[src/rtl/uart_cmd_rx_if.sv]
`default_nettype none
// ============================================================================
// Module      : uart_cmd_rx_if
// Description : Bundle of the UART command receiver's line input, byte
//               strobes and decoded command outputs.
// Revision    : 1.0 - initial release
// ============================================================================
interface uart_cmd_rx_if;
    logic        rx_data;
    logic [7:0]  rx_byte;
    logic        rx_byte_vld;
    logic        frame_err;
    logic        beep_en;
    logic [15:0] thresh_cm;
    logic        cmd_vld;
    logic        cmd_err;

    // Receiver side: samples the line, produces bytes and commands
    modport master (
        input  rx_data,
        output rx_byte, rx_byte_vld, frame_err,
        output beep_en, thresh_cm, cmd_vld, cmd_err
    );

    // Host/consumer side: drives the line, observes results
    modport slave (
        output rx_data,
        input  rx_byte, rx_byte_vld, frame_err,
        input  beep_en, thresh_cm, cmd_vld, cmd_err
    );
endinterface
`default_nettype wire

[src/rtl/uart_cmd_rx.sv]
`default_nettype none
// ============================================================================
// Module      : uart_cmd_rx
// Description : 8N1 UART receiver plus 5-byte command packet parser
//               (0xA5, CMD, D1, D0, CMD^D1^D0) driving beeper enable and
//               alarm threshold.
// Revision    : 1.0 - initial release
// ============================================================================
module uart_cmd_rx #(
    parameter int          CLK_FREQ       = 50_000_000,
    parameter int          BAUD           = 115200,
    parameter logic [15:0] THRESH_DEFAULT = 16'd30,
    parameter int          TIMEOUT_CYC    = 500_000
) (
    input  logic          clk,
    input  logic          rst_n,
    uart_cmd_rx_if.master bus
);
    localparam int c_BAUD_DIV = CLK_FREQ / BAUD;
    localparam int c_HALF_DIV = c_BAUD_DIV / 2;
    localparam int c_BAUD_W   = $clog2(c_BAUD_DIV);
    localparam int c_IDLE_W   = $clog2(TIMEOUT_CYC);

    localparam logic [c_BAUD_W-1:0] c_BAUD_LAST = c_BAUD_W'(c_BAUD_DIV - 1);
    localparam logic [c_BAUD_W-1:0] c_HALF_LAST = c_BAUD_W'(c_HALF_DIV - 1);
    localparam logic [c_BAUD_W-1:0] c_BAUD_ONE  = c_BAUD_W'(1);
    localparam logic [c_IDLE_W-1:0] c_IDLE_LAST = c_IDLE_W'(TIMEOUT_CYC - 1);
    localparam logic [c_IDLE_W-1:0] c_IDLE_ONE  = c_IDLE_W'(1);

    localparam logic [7:0] c_HEAD      = 8'hA5;
    localparam logic [7:0] c_OP_THRESH = 8'h01;
    localparam logic [7:0] c_OP_BEEP   = 8'h02;

    typedef enum logic [1:0] {
        RX_IDLE  = 2'd0,
        RX_START = 2'd1,
        RX_DATA  = 2'd2,
        RX_STOP  = 2'd3
    } rx_state_t;

    typedef enum logic [2:0] {
        P_HEAD = 3'd0,
        P_CMD  = 3'd1,
        P_D1   = 3'd2,
        P_D0   = 3'd3,
        P_SUM  = 3'd4
    } p_state_t;

    // ------------------------------------------------------------------
    // Line synchroniser and falling-edge detect
    // ------------------------------------------------------------------
    logic r_sync1, r_sync2, r_sync_d;
    logic w_rx, w_fall;

    // Two-flop synchroniser plus one delay flop for edge detection; idle high
    always_ff @(posedge clk or negedge rst_n) begin
        if (!rst_n) begin
            r_sync1  <= 1'b1;
            r_sync2  <= 1'b1;
            r_sync_d <= 1'b1;
        end else begin
            r_sync1  <= bus.rx_data;
            r_sync2  <= r_sync1;
            r_sync_d <= r_sync2;
        end
    end

    assign w_rx   = r_sync2;
    assign w_fall = r_sync_d & ~r_sync2;

    // ------------------------------------------------------------------
    // Byte receiver
    // ------------------------------------------------------------------
    rx_state_t           r_rx_state, w_rx_next;
    logic [c_BAUD_W-1:0] r_baud_cnt;
    logic [2:0]          r_bit_cnt;
    logic [7:0]          r_shift;
    logic [7:0]          r_rx_byte;
    logic                r_rx_byte_vld;
    logic                r_frame_err;
    logic                w_baud_clr, w_bit_take, w_byte_ok, w_stop_bad;

    // Byte FSM state register
    always_ff @(posedge clk or negedge rst_n) begin
        if (!rst_n) r_rx_state <= RX_IDLE;
        else        r_rx_state <= w_rx_next;
    end

    // Byte FSM next state and sample strobes
    always_comb begin
        w_rx_next  = r_rx_state;
        w_baud_clr = 1'b0;
        w_bit_take = 1'b0;
        w_byte_ok  = 1'b0;
        w_stop_bad = 1'b0;
        case (r_rx_state)
            RX_IDLE: begin
                if (w_fall) begin
                    w_baud_clr = 1'b1;
                    w_rx_next  = RX_START;
                end
            end
            RX_START: begin
                // Mid-start-bit check rejects short low glitches
                if (r_baud_cnt == c_HALF_LAST) begin
                    w_baud_clr = 1'b1;
                    w_rx_next  = w_rx ? RX_IDLE : RX_DATA;
                end
            end
            RX_DATA: begin
                if (r_baud_cnt == c_BAUD_LAST) begin
                    w_baud_clr = 1'b1;
                    w_bit_take = 1'b1;
                    if (r_bit_cnt == 3'd7) w_rx_next = RX_STOP;
                end
            end
            RX_STOP: begin
                if (r_baud_cnt == c_BAUD_LAST) begin
                    w_baud_clr = 1'b1;
                    w_rx_next  = RX_IDLE;
                    w_byte_ok  = w_rx;
                    w_stop_bad = ~w_rx;
                end
            end
            default: w_rx_next = RX_IDLE;
        endcase
    end

    // Baud and bit counters, data shift register, byte output strobes
    always_ff @(posedge clk or negedge rst_n) begin
        if (!rst_n) begin
            r_baud_cnt    <= '0;
            r_bit_cnt     <= 3'd0;
            r_shift       <= 8'h00;
            r_rx_byte     <= 8'h00;
            r_rx_byte_vld <= 1'b0;
            r_frame_err   <= 1'b0;
        end else begin
            if (w_baud_clr || r_rx_state == RX_IDLE)
                r_baud_cnt <= '0;
            else if (r_baud_cnt != c_BAUD_LAST)
                r_baud_cnt <= r_baud_cnt + c_BAUD_ONE;

            if (r_rx_state != RX_DATA)
                r_bit_cnt <= 3'd0;
            else if (w_bit_take && r_bit_cnt != 3'd7)
                r_bit_cnt <= r_bit_cnt + 3'd1;

            // LSB arrives first, so shift in from the top
            if (w_bit_take)
                r_shift <= {w_rx, r_shift[7:1]};

            if (w_byte_ok)
                r_rx_byte <= r_shift;
            r_rx_byte_vld <= w_byte_ok;
            r_frame_err   <= w_stop_bad;
        end
    end

    // ------------------------------------------------------------------
    // Packet parser
    // ------------------------------------------------------------------
    p_state_t            r_p_state, w_p_next;
    logic [c_IDLE_W-1:0] r_idle_cnt;
    logic [7:0]          r_cmd, r_d1, r_d0;
    logic [15:0]         r_thresh;
    logic                r_beep;
    logic                r_cmd_vld, r_cmd_err;
    logic                w_timeout, w_sum_ok;
    logic                w_cap_cmd, w_cap_d1, w_cap_d0;
    logic                w_set_thresh, w_set_beep, w_reject;

    assign w_timeout = (r_idle_cnt == c_IDLE_LAST) && !r_rx_byte_vld;
    assign w_sum_ok  = (r_rx_byte == (r_cmd ^ r_d1 ^ r_d0));

    // Parser FSM state register
    always_ff @(posedge clk or negedge rst_n) begin
        if (!rst_n) r_p_state <= P_HEAD;
        else        r_p_state <= w_p_next;
    end

    // Parser FSM next state; aborts take priority over byte handling
    always_comb begin
        w_p_next     = r_p_state;
        w_cap_cmd    = 1'b0;
        w_cap_d1     = 1'b0;
        w_cap_d0     = 1'b0;
        w_set_thresh = 1'b0;
        w_set_beep   = 1'b0;
        w_reject     = 1'b0;
        if (r_p_state != P_HEAD && (r_frame_err || w_timeout)) begin
            w_p_next = P_HEAD;
            w_reject = 1'b1;
        end else if (r_rx_byte_vld) begin
            case (r_p_state)
                P_HEAD: if (r_rx_byte == c_HEAD) w_p_next = P_CMD;
                P_CMD: begin
                    w_cap_cmd = 1'b1;
                    w_p_next  = P_D1;
                end
                P_D1: begin
                    w_cap_d1 = 1'b1;
                    w_p_next = P_D0;
                end
                P_D0: begin
                    w_cap_d0 = 1'b1;
                    w_p_next = P_SUM;
                end
                P_SUM: begin
                    w_p_next = P_HEAD;
                    if (w_sum_ok && r_cmd == c_OP_THRESH)
                        w_set_thresh = 1'b1;
                    else if (w_sum_ok && r_cmd == c_OP_BEEP)
                        w_set_beep = 1'b1;
                    else
                        w_reject = 1'b1;
                end
                default: w_p_next = P_HEAD;
            endcase
        end
    end

    // Inter-byte idle counter, packet field capture and command outputs
    always_ff @(posedge clk or negedge rst_n) begin
        if (!rst_n) begin
            r_idle_cnt <= '0;
            r_cmd      <= 8'h00;
            r_d1       <= 8'h00;
            r_d0       <= 8'h00;
            r_thresh   <= THRESH_DEFAULT;
            r_beep     <= 1'b0;
            r_cmd_vld  <= 1'b0;
            r_cmd_err  <= 1'b0;
        end else begin
            if (r_rx_byte_vld || r_p_state == P_HEAD)
                r_idle_cnt <= '0;
            else if (r_idle_cnt != c_IDLE_LAST)
                r_idle_cnt <= r_idle_cnt + c_IDLE_ONE;

            if (w_cap_cmd) r_cmd <= r_rx_byte;
            if (w_cap_d1)  r_d1  <= r_rx_byte;
            if (w_cap_d0)  r_d0  <= r_rx_byte;

            if (w_set_thresh) r_thresh <= {r_d1, r_d0};
            if (w_set_beep)   r_beep   <= r_d0[0];

            r_cmd_vld <= w_set_thresh | w_set_beep;
            r_cmd_err <= w_reject;
        end
    end

    assign bus.rx_byte     = r_rx_byte;
    assign bus.rx_byte_vld = r_rx_byte_vld;
    assign bus.frame_err   = r_frame_err;
    assign bus.beep_en     = r_beep;
    assign bus.thresh_cm   = r_thresh;
    assign bus.cmd_vld     = r_cmd_vld;
    assign bus.cmd_err     = r_cmd_err;

endmodule
`default_nettype wire

[src/flat_wrapper.sv]
// flat-port wrapper written by rule: the top's interface ports become plain ports
module uart_cmd_rx_flat 
#(
    parameter int          CLK_FREQ       = 50_000_000,
    parameter int          BAUD           = 115200,
    parameter logic [15:0] THRESH_DEFAULT = 16'd30,
    parameter int          TIMEOUT_CYC    = 500_000
)
  (clk, rst_n, bus_rx_data, bus_rx_byte, bus_rx_byte_vld, bus_frame_err, bus_beep_en, bus_thresh_cm, bus_cmd_vld, bus_cmd_err);
  uart_cmd_rx_if bus_i ();
  input  logic clk;
  input  logic rst_n;
  input wire logic [$bits(bus_i.rx_data)-1:0] bus_rx_data;
  output wire logic [$bits(bus_i.rx_byte)-1:0] bus_rx_byte;
  output wire logic [$bits(bus_i.rx_byte_vld)-1:0] bus_rx_byte_vld;
  output wire logic [$bits(bus_i.frame_err)-1:0] bus_frame_err;
  output wire logic [$bits(bus_i.beep_en)-1:0] bus_beep_en;
  output wire logic [$bits(bus_i.thresh_cm)-1:0] bus_thresh_cm;
  output wire logic [$bits(bus_i.cmd_vld)-1:0] bus_cmd_vld;
  output wire logic [$bits(bus_i.cmd_err)-1:0] bus_cmd_err;
  assign bus_i.rx_data = bus_rx_data;
  assign bus_rx_byte = bus_i.rx_byte;
  assign bus_rx_byte_vld = bus_i.rx_byte_vld;
  assign bus_frame_err = bus_i.frame_err;
  assign bus_beep_en = bus_i.beep_en;
  assign bus_thresh_cm = bus_i.thresh_cm;
  assign bus_cmd_vld = bus_i.cmd_vld;
  assign bus_cmd_err = bus_i.cmd_err;
  uart_cmd_rx #(.CLK_FREQ(CLK_FREQ), .BAUD(BAUD), .THRESH_DEFAULT(THRESH_DEFAULT), .TIMEOUT_CYC(TIMEOUT_CYC)) u_core (.clk(clk), .rst_n(rst_n), .bus(bus_i));
endmodule
[config.mk]
export PLATFORM = sky130hd
export DESIGN_NAME = uart_cmd_rx_flat
export DESIGN_NICKNAME = d
export VERILOG_FILES = /design/src/rtl/uart_cmd_rx_if.sv /design/src/rtl/uart_cmd_rx.sv /design/src/flat_wrapper.sv
export SDC_FILE = /design/constraint.sdc
export NUM_CORES = 1
export LEC_CHECK = 0
export CAP_MARGIN = 10
export CORE_UTILIZATION = 35
export CTS_BUF_LIST = sky130_fd_sc_hd__clkbuf_8
export CTS_CLUSTER_SIZE = 16
export DETAILED_ROUTE_END_ITERATION = 8
export SLEW_MARGIN = 25
export SYNTH_ARGS = -nofsm -noshare
export SYNTH_HDL_FRONTEND = slang
export SYNTH_SLANG_ARGS = --single-unit
[constraint.sdc]
create_clock -name clk -period 2.85 [get_ports clk]
set_input_delay 0.4275 -clock clk [delete_from_list [all_inputs] [get_ports clk]]
set_output_delay 0.4275 -clock clk [all_outputs]
set_load 0.05 [all_outputs]
* Word-level counts from Yosys, hierarchy flattened
Cells that the tools add are included.
Storage, ports and cells: input bits 3, register bits 100, output and inout bits 29
Operators by class: reduce and logical (&&, ||, !) cells 19, bitwise logic cells 5, muxes and demuxes 49, equality and inequality tests 25, add/sub/neg operators 3
Operator list (number):
- $mux W19 | 2
- $mux W1 | 31
- $add A19 B1 Y19 const B | 1
- $eq A19 B19 Y1 const B | 1
- $ne A19 B19 Y1 const B | 1
- $mux W9 | 2
- $xor A8 B8 Y8 | 2
- $mux W3 | 5
- $mux W2 | 6
- $pmux W3 S4 | 1
- $ne A2 B1 Y1 const B | 5
- $add A9 B1 Y9 const B | 1
- $eq A9 B8 Y1 const B | 1
- $eq A9 B9 Y1 const B | 1
- $ne A9 B9 Y1 const B | 1
- $eq A8 B1 Y1 const B | 1
- $eq A8 B2 Y1 const B | 1
- $eq A8 B8 Y1 | 1
- $eq A8 B8 Y1 const B | 1
- $pmux W2 S4 | 1
- $reduce_bool A2 Y1 | 4
- $eq A3 B2 Y1 const B | 2
- $eq A3 B3 Y1 const B | 2
- $logic_and A1 B1 Y1 | 5
- other kinds (19) | 22

* Longest topological paths before layout
Gate-level depths: netlist (run 1).
word-level depth 10, mapped depth 7

* Worst setup path after synthesis (run 1)
No wires, ideal clock.
path type reg-to-reg, from register u_core.r_rx_byte[4], in the netlist u_core.bus.rx_byte[4], to register u_core.r_thresh[0], in the netlist u_core.bus.thresh_cm[0], arrival time 2.628 ns, stages on the path, launching flop included 8, setup slack 0.096 ns, setup time 0.125 ns, clock period less this slack 2.754 ns, required time 2.725 ns, buffers on the path 2, cells stage by stage dfrtp_1 -> xor2_1 -> xnor2_1 -> or4_4 -> or4_4 -> buf_6 -> buf_12 -> mux2_4
On the way: word-level cells in the longest chain between the ends 6
RTL lines:
- start, declared | line uart_cmd_rx.sv:78 | logic [7:0] r_rx_byte;
- start signal, assigned | line uart_cmd_rx.sv:154 | r_rx_byte <= r_shift;
- $eq A8 B8 Y1 | line uart_cmd_rx.sv:174 | assign w_sum_ok = (r_rx_byte == (r_cmd ^ r_d1 ^ r_d0));
- $logic_and A1 B1 Y1 | line uart_cmd_rx.sv:211 | if (w_sum_ok && r_cmd == c_OP_THRESH)
- $mux W1 | line uart_cmd_rx.sv:211
- $mux W1 | line uart_cmd_rx.sv:195 | case (r_p_state)
- $mux W1 | line uart_cmd_rx.sv:194 | end else if (r_rx_byte_vld) begin
- $mux W1 | line uart_cmd_rx.sv:191 | if (r_p_state != P_HEAD && (r_frame_err || w_timeout)) begin
- end signal, assigned | line uart_cmd_rx.sv:244 | if (w_set_thresh) r_thresh <= {r_d1, r_d0};
- end, declared | line uart_cmd_rx.sv:166 | logic [15:0] r_thresh;
Every way passes these cells. A chain may end at the register's enable or synchronous reset.

* Worst setup path after layout (run 1)
from register u_core.r_cmd[1], to register u_core.r_thresh[5], in the netlist u_core.bus.thresh_cm[5]
On the way: word-level cells in the longest chain between the ends 8, elaborated cells on any way between the ends 9
RTL lines:
- start, declared | line uart_cmd_rx.sv:165 | logic [7:0] r_cmd, r_d1, r_d0;
- start signal, assigned | line uart_cmd_rx.sv:240 | if (w_cap_cmd) r_cmd <= r_rx_byte;
- $xor A8 B8 Y8 (2 in a row) | line uart_cmd_rx.sv:174
- $eq A8 B8 Y1 | line uart_cmd_rx.sv:174
- $logic_and A1 B1 Y1 (*) | line uart_cmd_rx.sv:211
- $mux W1 (*) | line uart_cmd_rx.sv:211
- $mux W1 (*) | line uart_cmd_rx.sv:195
- $mux W1 (*) | line uart_cmd_rx.sv:194
- $mux W1 (*) | line uart_cmd_rx.sv:191
Every way passes the cells marked *; elsewhere a longest branch is shown, timed or not.

==> summary.md, run 1 <==
| Metric | Value |
|---|---|
| HPWL Detailed | `6.35 mm` |
| Critical path class | `reg2reg` |
| Post-Syn Instances | `388` |
| Area growth, synth to finish | `16.7%` |
| Most frequent cells in the layout | `dfrtp_1 (93), mux2_2 (47), nor2_1 (35)` |
| Die height | `117 um` |
| Most used DFF post-synth | `dfrtp_1` |
| Synthesized cell area | `4650 sq um` |
| CP Capture Type | `register` |
| #FFs+latches synth | `100` |
| Inserted Clock Buffers | `9` |
| # fillers | `1194` |
| GR Util All Layers | `14.4%` |
| Setup bufs post-CTS | `0` |
| CTS root buffer | `clkbuf_8` |
| Max Root-Sink Buffers | `2` |
| Relative slew slack | `47.8%` |
| First-pass GRT wire length | `15.0 mm` |
| CTS sink count | `100` |
| Most used cell, CP | `or4_4` |
| Most common cell after layout, fill and taps aside | `dfrtp_1` |
| Die ar. | `13800 sq um` |
| Vias per cell | `4.93` |
| Inserted Diodes | `0` |
| Least-Margin Pin Slew | `0.780 ns` |
| DR pass1 iterations | `5` |
| PD cells | `490 nW/um^2` |
| CP required | `3.10 ns` |
| Leakage | `2.47 nW` |
| Clk_skew | `0.0123 ns` |
| Slew Viols, Final | `0` |
| Worst path slowest cell | `or4_4` |
| Worst min-delay path class | `in2async` |
| DRC | `0` |
| Antenna violations before repair | `0` |
| Post-route clock period utilization | `87.5%` |
| Design area | `5430 sq um` |
| Fmax | `401 MHz` |
| Top Family by Delay on Critical Path | `simple AND/OR/NAND/NOR gates` |
| Layout Nets | `441` |
| Iter 0 DRT Violations | `77` |
| PnR Total Power | `2.66 mW` |
| EDFF count, synth | `0` |
| Asr flop ratio synth | `100%` |
| Initial Util | `36.4%` |
| Synth warnings | `0` |
| Clock-pin slew on the worst setup and hold paths | `0.09 ns` |
| PortBufs | `31` |
| Net Count, Synth | `397` |
| RSZ-0062 raised after global routing | `false` |
| Maximum VDD drop | `0.300 mV` |
| Final min period | `2.50 ns` |
| Buf/Inv on CP | `0` |
| CTS tree | `done` |
| Row count | `41` |
| Register area share after synthesis | `54.0%` |
| Pre-CTS WS | `0.378 ns` |
| Via count | `3001` |
| Vias in the first global route | `2948` |
| Largest net degree at the start of global routing | `52` |
| Status | `finished clean` |
| Worst-Skew Late Latency | `0.36 ns` |
| Cell variety after synth | `45` |
| Post-cts resize count | `0` |
| DRT antenna net count | `0` |
| CP Cell Sequence | `xor2_1, xnor2_1, or4_4, or4_4, mux2_4` |
| Layout cells sized above 1 | `22.2%` |
| Crit-path max FO | `16` |
| Routed WL per cell | `14.8 um` |
| Total grt overflow | `0` |
| IO Pins | `32` |
| Hold WS | `0.0866 ns` |
| Final setup violation count | `0` |
| Max-Cap Viols | `0` |
| Crit path launch type | `register` |
| Setup TNS | `0 ns` |
| Placed cell area | `5210 sq um` |
| Final setup margin | `0.355 ns` |
| CTS H-tree lvls | `3` |
| Arr. time, crit path | `2.74 ns` |
| Hold Fails Final Rpt | `0` |
| Number of hold buffers added after CTS | `0` |
| Gpl congestion | `0.785` |
| Total Wirelength | `9.02 mm` |
| Width of the die | `117 um` |
| Core area | `12800 sq um` |
| Post-Synthesis Mean Instance Area | `12.0 sq um` |
| Crit path largest cell delay | `0.72 ns` |
## final timing paths
check | to | slack [ns] | cells after the start | startpoint
max in group asynchronous | u_core.bus.thresh_cm[1] | 2.02 | 2 | rst_n
worst min-delay path | u_core.r_shift[6] | 0.09 | 1 | rst_n
min in group clk | u_core.r_sync2 | 0.36 | 0 | u_core.r_sync1
worst max register to register | u_core.bus.thresh_cm[5] | 0.35 | 5 | u_core.r_cmd[1]
worst min register to register | u_core.r_sync2 | 0.36 | 0 | u_core.r_sync1
worst max-delay path | u_core.bus.thresh_cm[5] | 0.35 | 5 | u_core.r_cmd[1]
## where the power goes
| part | switching (mW) | internal (mW) |
|---|---|---|
| registers | 0.0605 | 1.47 |
| clock network | 0.483 | 0.493 |
| logic | 0.0866 | 0.0677 |
## worst reg2reg max path: stages (launching register included)
cell,delay (ns)
dfrtp_1,0.44
xor2_1,0.19
xnor2_1,0.13
or4_4,0.54
or4_4,0.72
mux2_4,0.37
## sequential cells by signal (all words and copies together), names as in the netlist, named ones only
signal	cells
u_core.r_idle_cnt	19
u_core.bus.thresh_cm	16
u_core.r_baud_cnt	9
u_core.bus.rx_byte	8
u_core.r_cmd	8
u_core.r_d0	8
u_core.r_d1	8
u_core.r_shift	8
u_core.r_bit_cnt	3
u_core.r_p_state	3
u_core.bus.beep_en	1
u_core.bus.cmd_err	1
u_core.bus.cmd_vld	1
u_core.bus.frame_err	1
u_core.bus.rx_byte_vld	1
u_core.r_rx_state	1
u_core.r_sync1	1
u_core.r_sync2	1
u_core.r_sync_d	1
## through the flow
step / utilization (%) / instances
floorplan: - / 388
global placement: 40.8 / 593
detailed placement: 40.8 / 593
CTS: 42.5 / 609
global route: 42.5 / 609
finish: 42.5 / 609
## final cells by class
cell class	instances	area (sq um)	area share, %
flip-flops and latches	100	2510	46.3
multi-input cells	272	2060	37.9
repair buffers	42	403	7.42
well taps	172	215	3.96
clock buffers	9	124	2.28
clock inverters	7	91.3	1.68
inverters	7	26.3	0.484
## routing by layer
| metal | global-route usage (%) | wire, um | vias up |
|---|---|---|---|
| li1 | - | - | 1457 |
| met5 | 0 | 0 | - |
| met2 | 23.2 | 4340 | 40 |
| met3 | 3.50 | 306 | 11 |
| met4 | 4.14 | 101 | 0 |
| met1 | 19.4 | 4270 | 1493 |
## cell usage after synthesis, types with 6 or more instances
master    number  area [sq um]
dfrtp_1       93          2330
mux2_2        47           529
nor2_1        35           131
xnor2_1       29           254
nand2_1       19          71.3
a21oi_1       16          80.1
nand3_1       16          80.1
xor2_1        15           131
mux2_4        10           150
o21ai_0        8          40.0
dfstp_2        7           184
inv_1          7          26.3
nor3_1         7          35.0
nor4_1         7          43.8
clkbuf_1       6          22.5
ha_1           6          75.1
nand4_1        6          37.5
## logic make-up after synthesis
group	Yosys count	synth area share [%]
AO/OA/AOI/OAI	33	4.03
adder cells (fa/ha/maj)	6	1.61
XOR/XNOR	44	8.28
buffers and inverters	16	1.80
flip-flops	100	54.0
multiplexers	59	15.0
AND/OR/NAND/NOR	130	15.3
Power figures use the tool's default switching activity.
==> run 2: changes to the inputs <==
- GPL_ROUTABILITY_DRIVEN: unset -> 0
- clock period: 2.85 -> 2.75 ns (I/O delays scaled with it)
==> run 2 against run 1 <==
Sequential cell count did not move. First-iteration DRC count rose by 32%. Clock skew rose by 0.00052 ns. Hold slack improved by 0.28 ns. Non-clock buffer count rose by 3. Final cell count rose by 0.49%. Utilization rose by 0.24 points. Fmax fell by 0.63%. Clock power barely moved. Global-route usage rose by 0.47 points. Sequential power rose by 3%. Largest cell class unchanged.
==> summary.md, run 2 (synthesized netlist as in run 1, its figures left out) <==
| Metric | Value |
|---|---|
| Final setup violation count | `0` |
| DR pass1 iterations | `4` |
| PD cells | `504 nW/um^2` |
| Status | `finished clean` |
| Die ar. | `13800 sq um` |
| Antenna violations before repair | `0` |
| Clock power share | `36.5%` |
| Arr. time, crit path | `2.77 ns` |
| Routed WL per cell | `14.6 um` |
| Area growth, synth to finish | `17.3%` |
| Setup bufs post-CTS | `0` |
| Worst-Skew Late Latency | `0.37 ns` |
| CP Capture Type | `register` |
| Crit-path max FO | `16` |
| Crit path launch type | `register` |
| Internal power | `2.08 mW` |
| CTS tree | `done` |
| Most frequent cells in the layout | `dfrtp_1 (92), mux2_2 (47), nor2_1 (35)` |
| Most common cell after layout, fill and taps aside | `dfrtp_1` |
| Relative slew slack | `61.4%` |
| Via count | `3042` |
| Fmax | `398 MHz` |
| Design area | `5460 sq um` |
| Max Root-Sink Buffers | `2` |
| Final min period | `2.51 ns` |
| Post-cts resize count | `0` |
| DRC | `0` |
| Layout Nets | `444` |
| CTS H-tree lvls | `3` |
| Vias in the first global route | `3044` |
| Reg2reg path depth | `5` |
| CP startpoint | `u_core.bus.rx_byte[4]` |
| Critical path class | `reg2reg` |
| Core area | `12800 sq um` |
| Total Wirelength | `8.96 mm` |
| Layout cells sized above 1 | `23.0%` |
| Total grt overflow | `0` |
| R2R Setup Slk | `0.24 ns` |
| Slew Viols, Final | `0` |
| Inserted Diodes | `0` |
| Max reg flops | `19` |
| Worst min-delay path class | `reg2reg` |
| P_sw | `671 uW` |
| Non-Filler Instances | `612` |
| Max-Cap Viols | `0` |
| Placed cell area | `5230 sq um` |
| HPWL Detailed | `6.39 mm` |
| Largest net degree at the start of global routing | `47` |
| Row count | `41` |
| Reg with most FFs | `u_core.r_idle_cnt` |
| CTS sink count | `100` |
| Die height | `117 um` |
| PortBufs | `31` |
| Maximum VDD drop | `0.363 mV` |
| Clk_skew | `0.0128 ns` |
| Clock-pin slew on the worst setup and hold paths | `0.10 ns` |
| Hold Fails Final Rpt | `0` |
| PnR Total Power | `2.75 mW` |
| RSZ-0062 raised after global routing | `false` |
| First-pass GRT wire length | `15.4 mm` |
| Inserted Clock Buffers | `9` |
| CTS root buffer | `clkbuf_8` |
| Leakage | `2.47 nW` |
| Iter 0 DRT Violations | `102` |
| IO Pins | `32` |
| R2R Path Start | `u_core.bus.rx_byte[4]` |
| Comb power frac | `5.9%` |
| Least-Margin Pin Slew | `0.573 ns` |
| CP endpoint | `u_core.bus.thresh_cm[5]` |
| Placed Cells | `595` |
| Width of the die | `117 um` |
| CP required | `3.01 ns` |
| Initial Util | `36.4%` |
| Final Core Density | `42.7%` |
| DRT antenna net count | `0` |
| Vias per cell | `4.97` |
| Switching part of the total | `24.4%` |
| Setup TNS | `0 ns` |
| Post-route clock period utilization | `91.3%` |
| Critical R2R Capture | `u_core.bus.thresh_cm[5]` |
| # fillers | `1221` |
| GR Util All Layers | `14.9%` |
| Seq pwr share | `57.6%` |
-- run 2: cell types whose count changed in the layout (fill, tap and decap cells not counted), sizes merged --
cell         delta
clkinv          -3
buf             +2
clkbuf          +2
clkinvlp        +2
bufinv          -1
dlygate4sd3     +1
-- run 2: cell type report --
type                            instances  area [sq um]  area share (%)
Sequential cell                       100          2510            46.0
Multi-Input combinational cell        272          2060            37.7
Timing Repair Buffer                   45           428            7.84
Tap cell                              172           215            3.94
Clock buffer                           11           151            2.77
Clock inverter                          5          67.6            1.24
Inverter                                7          26.3           0.481
-- run 2: power by group through the flow --
stage / Sequential, mW / Clock (mW) / Combinational, mW
after floorplan: 1.60 / 0 / 0.111
after global placement: 1.61 / 0 / 0.161
after detailed placement: 1.61 / 0 / 0.164
after CTS: 1.58 / 1.05 / 0.166
after global routing: 1.59 / 1.11 / 0.189
final: 1.58 / 1.00 / 0.161
-- run 2: per-layer routing --
layer	global-route usage, %	wire (um)	vias to the layer above
li1	-	-	1469
met1	20.4	4300	1522
met2	22.6	4160	38
met3	3.81	355	13
met4	5.82	145	0
met5	0	0	-
-- run 2: what timing repair did --
item,in CTS,in global routing
hold endpoints to repair,19,0
hold buffers,1,0
endpoints found under the setup margin,0,0
-- run 2: per-stage QoR --
stage / hold WS, ns / setup WS [ns]
after CTS: 0.365 / 0.225
after detailed placement: 0.335 / 0.247
after global routing: 0.370 / 0.164
final: 0.364 / 0.239
after global placement: 0.335 / 0.271
after floorplan: 0.117 / 0.0107
-- run 2: worst min path at each step --
stage	startpoint	to	slack, ns	cells past startpoint
after CTS	u_core.r_sync1	u_core.r_sync2	0.37	0
after detailed placement	rst_n	u_core.r_bit_cnt[0]	0.34	1
after floorplan	rst_n	async pin	0.12	0
final	u_core.r_sync1	u_core.r_sync2	0.36	0
after global placement	rst_n	u_core.r_shift[6]	0.33	1
after global routing	u_core.r_sync1	u_core.r_sync2	0.37	0
-- run 2: worst max-delay path, cell delays in order, from the launching register on --
cell     delay, ns
dfrtp_2       0.46
xor2_1        0.18
xnor2_1       0.12
or4_4         0.56
or4_4         0.73
mux2_4        0.35
==> run 3: changes to the inputs <==
- CORE_ASPECT_RATIO: unset -> 1.1
==> run 3 against run 2 <==
The flow now finishes with violations (design-rule violations). Critical path depth did not move. Fmax is 0.50% higher. Setup slack gained 0.012 ns. Sequential power hardly changed. Total power is 0.30% higher. Final cell count is 2.8% lower. Sequential share of layout area increased by 0.33 points. Hold slack got worse by 0.35 ns. Register-to-register slack about the same.
==> summary.md, run 3 (synthesized netlist as in run 1, its figures left out) <==
| Metric | Value |
|---|---|
| Critical path class | `reg2reg` |
| Reg with most FFs | `u_core.r_idle_cnt` |
| Slew Viols, Final | `0` |
| Worst path slowest cell | `or4_4` |
| Hold Fails Final Rpt | `0` |
| Setup TNS | `0 ns` |
| PortBufs | `31` |
| Buf/Inv on CP | `0` |
| DRT antenna net count | `0` |
| Number of hold buffers added after CTS | `0` |
| Inserted Diodes | `0` |
| Clock power share | `36.7%` |
| Most used cell, CP | `or4_4` |
| R2R Setup Slk | `0.25 ns` |
| Vias in the first global route | `3031` |
| Crit path largest cell delay | `0.72 ns` |
| Final setup violation count | `0` |
| Clk_skew | `0.0189 ns` |
| Core area | `12800 sq um` |
| Critical R2R Capture | `u_core.bus.thresh_cm[8]` |
| Die ar. | `13800 sq um` |
| Clock-pin slew on the worst setup and hold paths | `0.11 ns` |
| Largest net degree at the start of global routing | `62` |
| Layout Nets | `442` |
| Maximum VDD drop | `0.348 mV` |
| GR Util All Layers | `14.4%` |
| CP Cell Sequence | `xor2_1, xnor2_1, or4_4, or4_4, mux2_4` |
| Switching part of the total | `25.4%` |
| Seq pwr share | `57.4%` |
| Internal power | `2.06 mW` |
| Routed WL per cell | `15.1 um` |
| R2R Path Start | `u_core.bus.rx_byte[4]` |
| First-pass GRT wire length | `15.4 mm` |
| Violated checks | `design-rule violations` |
| Final min period | `2.50 ns` |
| Worst min-delay path class | `in2async` |
| Max reg flops | `19` |
| Vias per cell | `5.04` |
| Design area | `5420 sq um` |
| Antenna violations before repair | `0` |
| Top Family by Delay on Critical Path | `simple AND/OR/NAND/NOR gates` |
| CP Capture Type | `register` |
| Placed cell area | `5200 sq um` |
| Total grt overflow | `0` |
| Die height | `123 um` |
| Via count | `2999` |
| Layout cells sized above 1 | `22.8%` |
| Crit-path max FO | `16` |
| Post-cts resize count | `0` |
| IO Pins | `32` |
| # fillers | `1229` |
| DR pass1 iterations | `6` |
| CP required | `3.02 ns` |
| Total Wirelength | `8.98 mm` |
| Worst-Skew Late Latency | `0.37 ns` |
| Max-Cap Viols | `0` |
| Most common cell after layout, fill and taps aside | `dfrtp_1` |
| PD cells | `509 nW/um^2` |
| Least-Margin Pin Slew | `0.540 ns` |
| Width of the die | `112 um` |
| PnR Total Power | `2.76 mW` |
| Status | `finished with violations` |
| Fmax | `400 MHz` |
| Inserted Clock Buffers | `9` |
| Most frequent cells in the layout | `dfrtp_1 (92), mux2_2 (47), nor2_1 (35)` |
| Iter 0 DRT Violations | `142` |
| Leakage | `2.47 nW` |
| Relative slew slack | `63.7%` |
| DRC | `2` |
| CTS tree | `done` |
| RSZ-0062 raised after global routing | `false` |
| Post-route clock period utilization | `90.9%` |
| Hold WS | `0.0125 ns` |
| P_sw | `699 uW` |
| CTS H-tree lvls | `3` |
| Comb power frac | `5.8%` |
| HPWL Detailed | `6.21 mm` |
| Setup bufs post-CTS | `0` |
| Arr. time, crit path | `2.76 ns` |
| Area growth, synth to finish | `16.5%` |
| CTS sink count | `100` |
| Crit path launch type | `register` |
| CTS root buffer | `clkbuf_8` |
| Row count | `43` |
| Initial Util | `36.3%` |
| Max Root-Sink Buffers | `2` |
| Reg2reg path depth | `5` |
[run 3: final cells by class]
cell class | instances | area (sq um) | share of cell area (%)
clock inverter | 6 | 78.8 | 1.45
sequential | 100 | 2510 | 46.4
multi-input combinational | 272 | 2060 | 38.0
clock buffer | 10 | 138 | 2.54
inverter | 7 | 26.3 | 0.485
timing repair buffer | 43 | 410 | 7.57
tap | 157 | 196 | 3.63
[run 3: worst max path at each step]
stage / from / cells past startpoint / end / slack, ns
after floorplan: u_core.bus.rx_byte[1] / 7 / u_core.bus.thresh_cm[0] / 0.01
after global placement: u_core.bus.rx_byte[4] / 5 / u_core.bus.thresh_cm[6] / 0.27
after detailed placement: u_core.bus.rx_byte[4] / 5 / u_core.bus.thresh_cm[6] / 0.25
after CTS: u_core.bus.rx_byte[4] / 5 / u_core.bus.thresh_cm[6] / 0.25
after global routing: u_core.bus.rx_byte[4] / 5 / u_core.bus.thresh_cm[0] / 0.18
final: u_core.bus.rx_byte[4] / 5 / u_core.bus.thresh_cm[8] / 0.25
[run 3: power groups by stage]
| stage | clock network [mW] | logic [mW] | registers (mW) |
|---|---|---|---|
| global route | 1.11 | 0.190 | 1.59 |
| detailed placement | 0 | 0.167 | 1.61 |
| finish | 1.01 | 0.161 | 1.58 |
| floorplan | 0 | 0.111 | 1.60 |
| CTS | 1.05 | 0.166 | 1.58 |
| global placement | 0 | 0.159 | 1.61 |
[run 3: layer usage]
metal	global-route usage (%)	vias up	routed length (um)
met4	6.59	0	176
li1	-	1473	-
met5	0	-	0
met3	2.30	13	219
met1	19.4	1481	4480
met2	22.8	32	4110
[run 3: metrics by stage]
stage / util [%] / worst slack [ns] / std cells
finish: 42.3 / 0.252 / 595
global placement: 40.6 / 0.274 / 579
detailed placement: 40.6 / 0.253 / 579
floorplan: - / 0.0107 / 388
global route: 42.3 / 0.179 / 595
CTS: 42.3 / 0.247 / 595
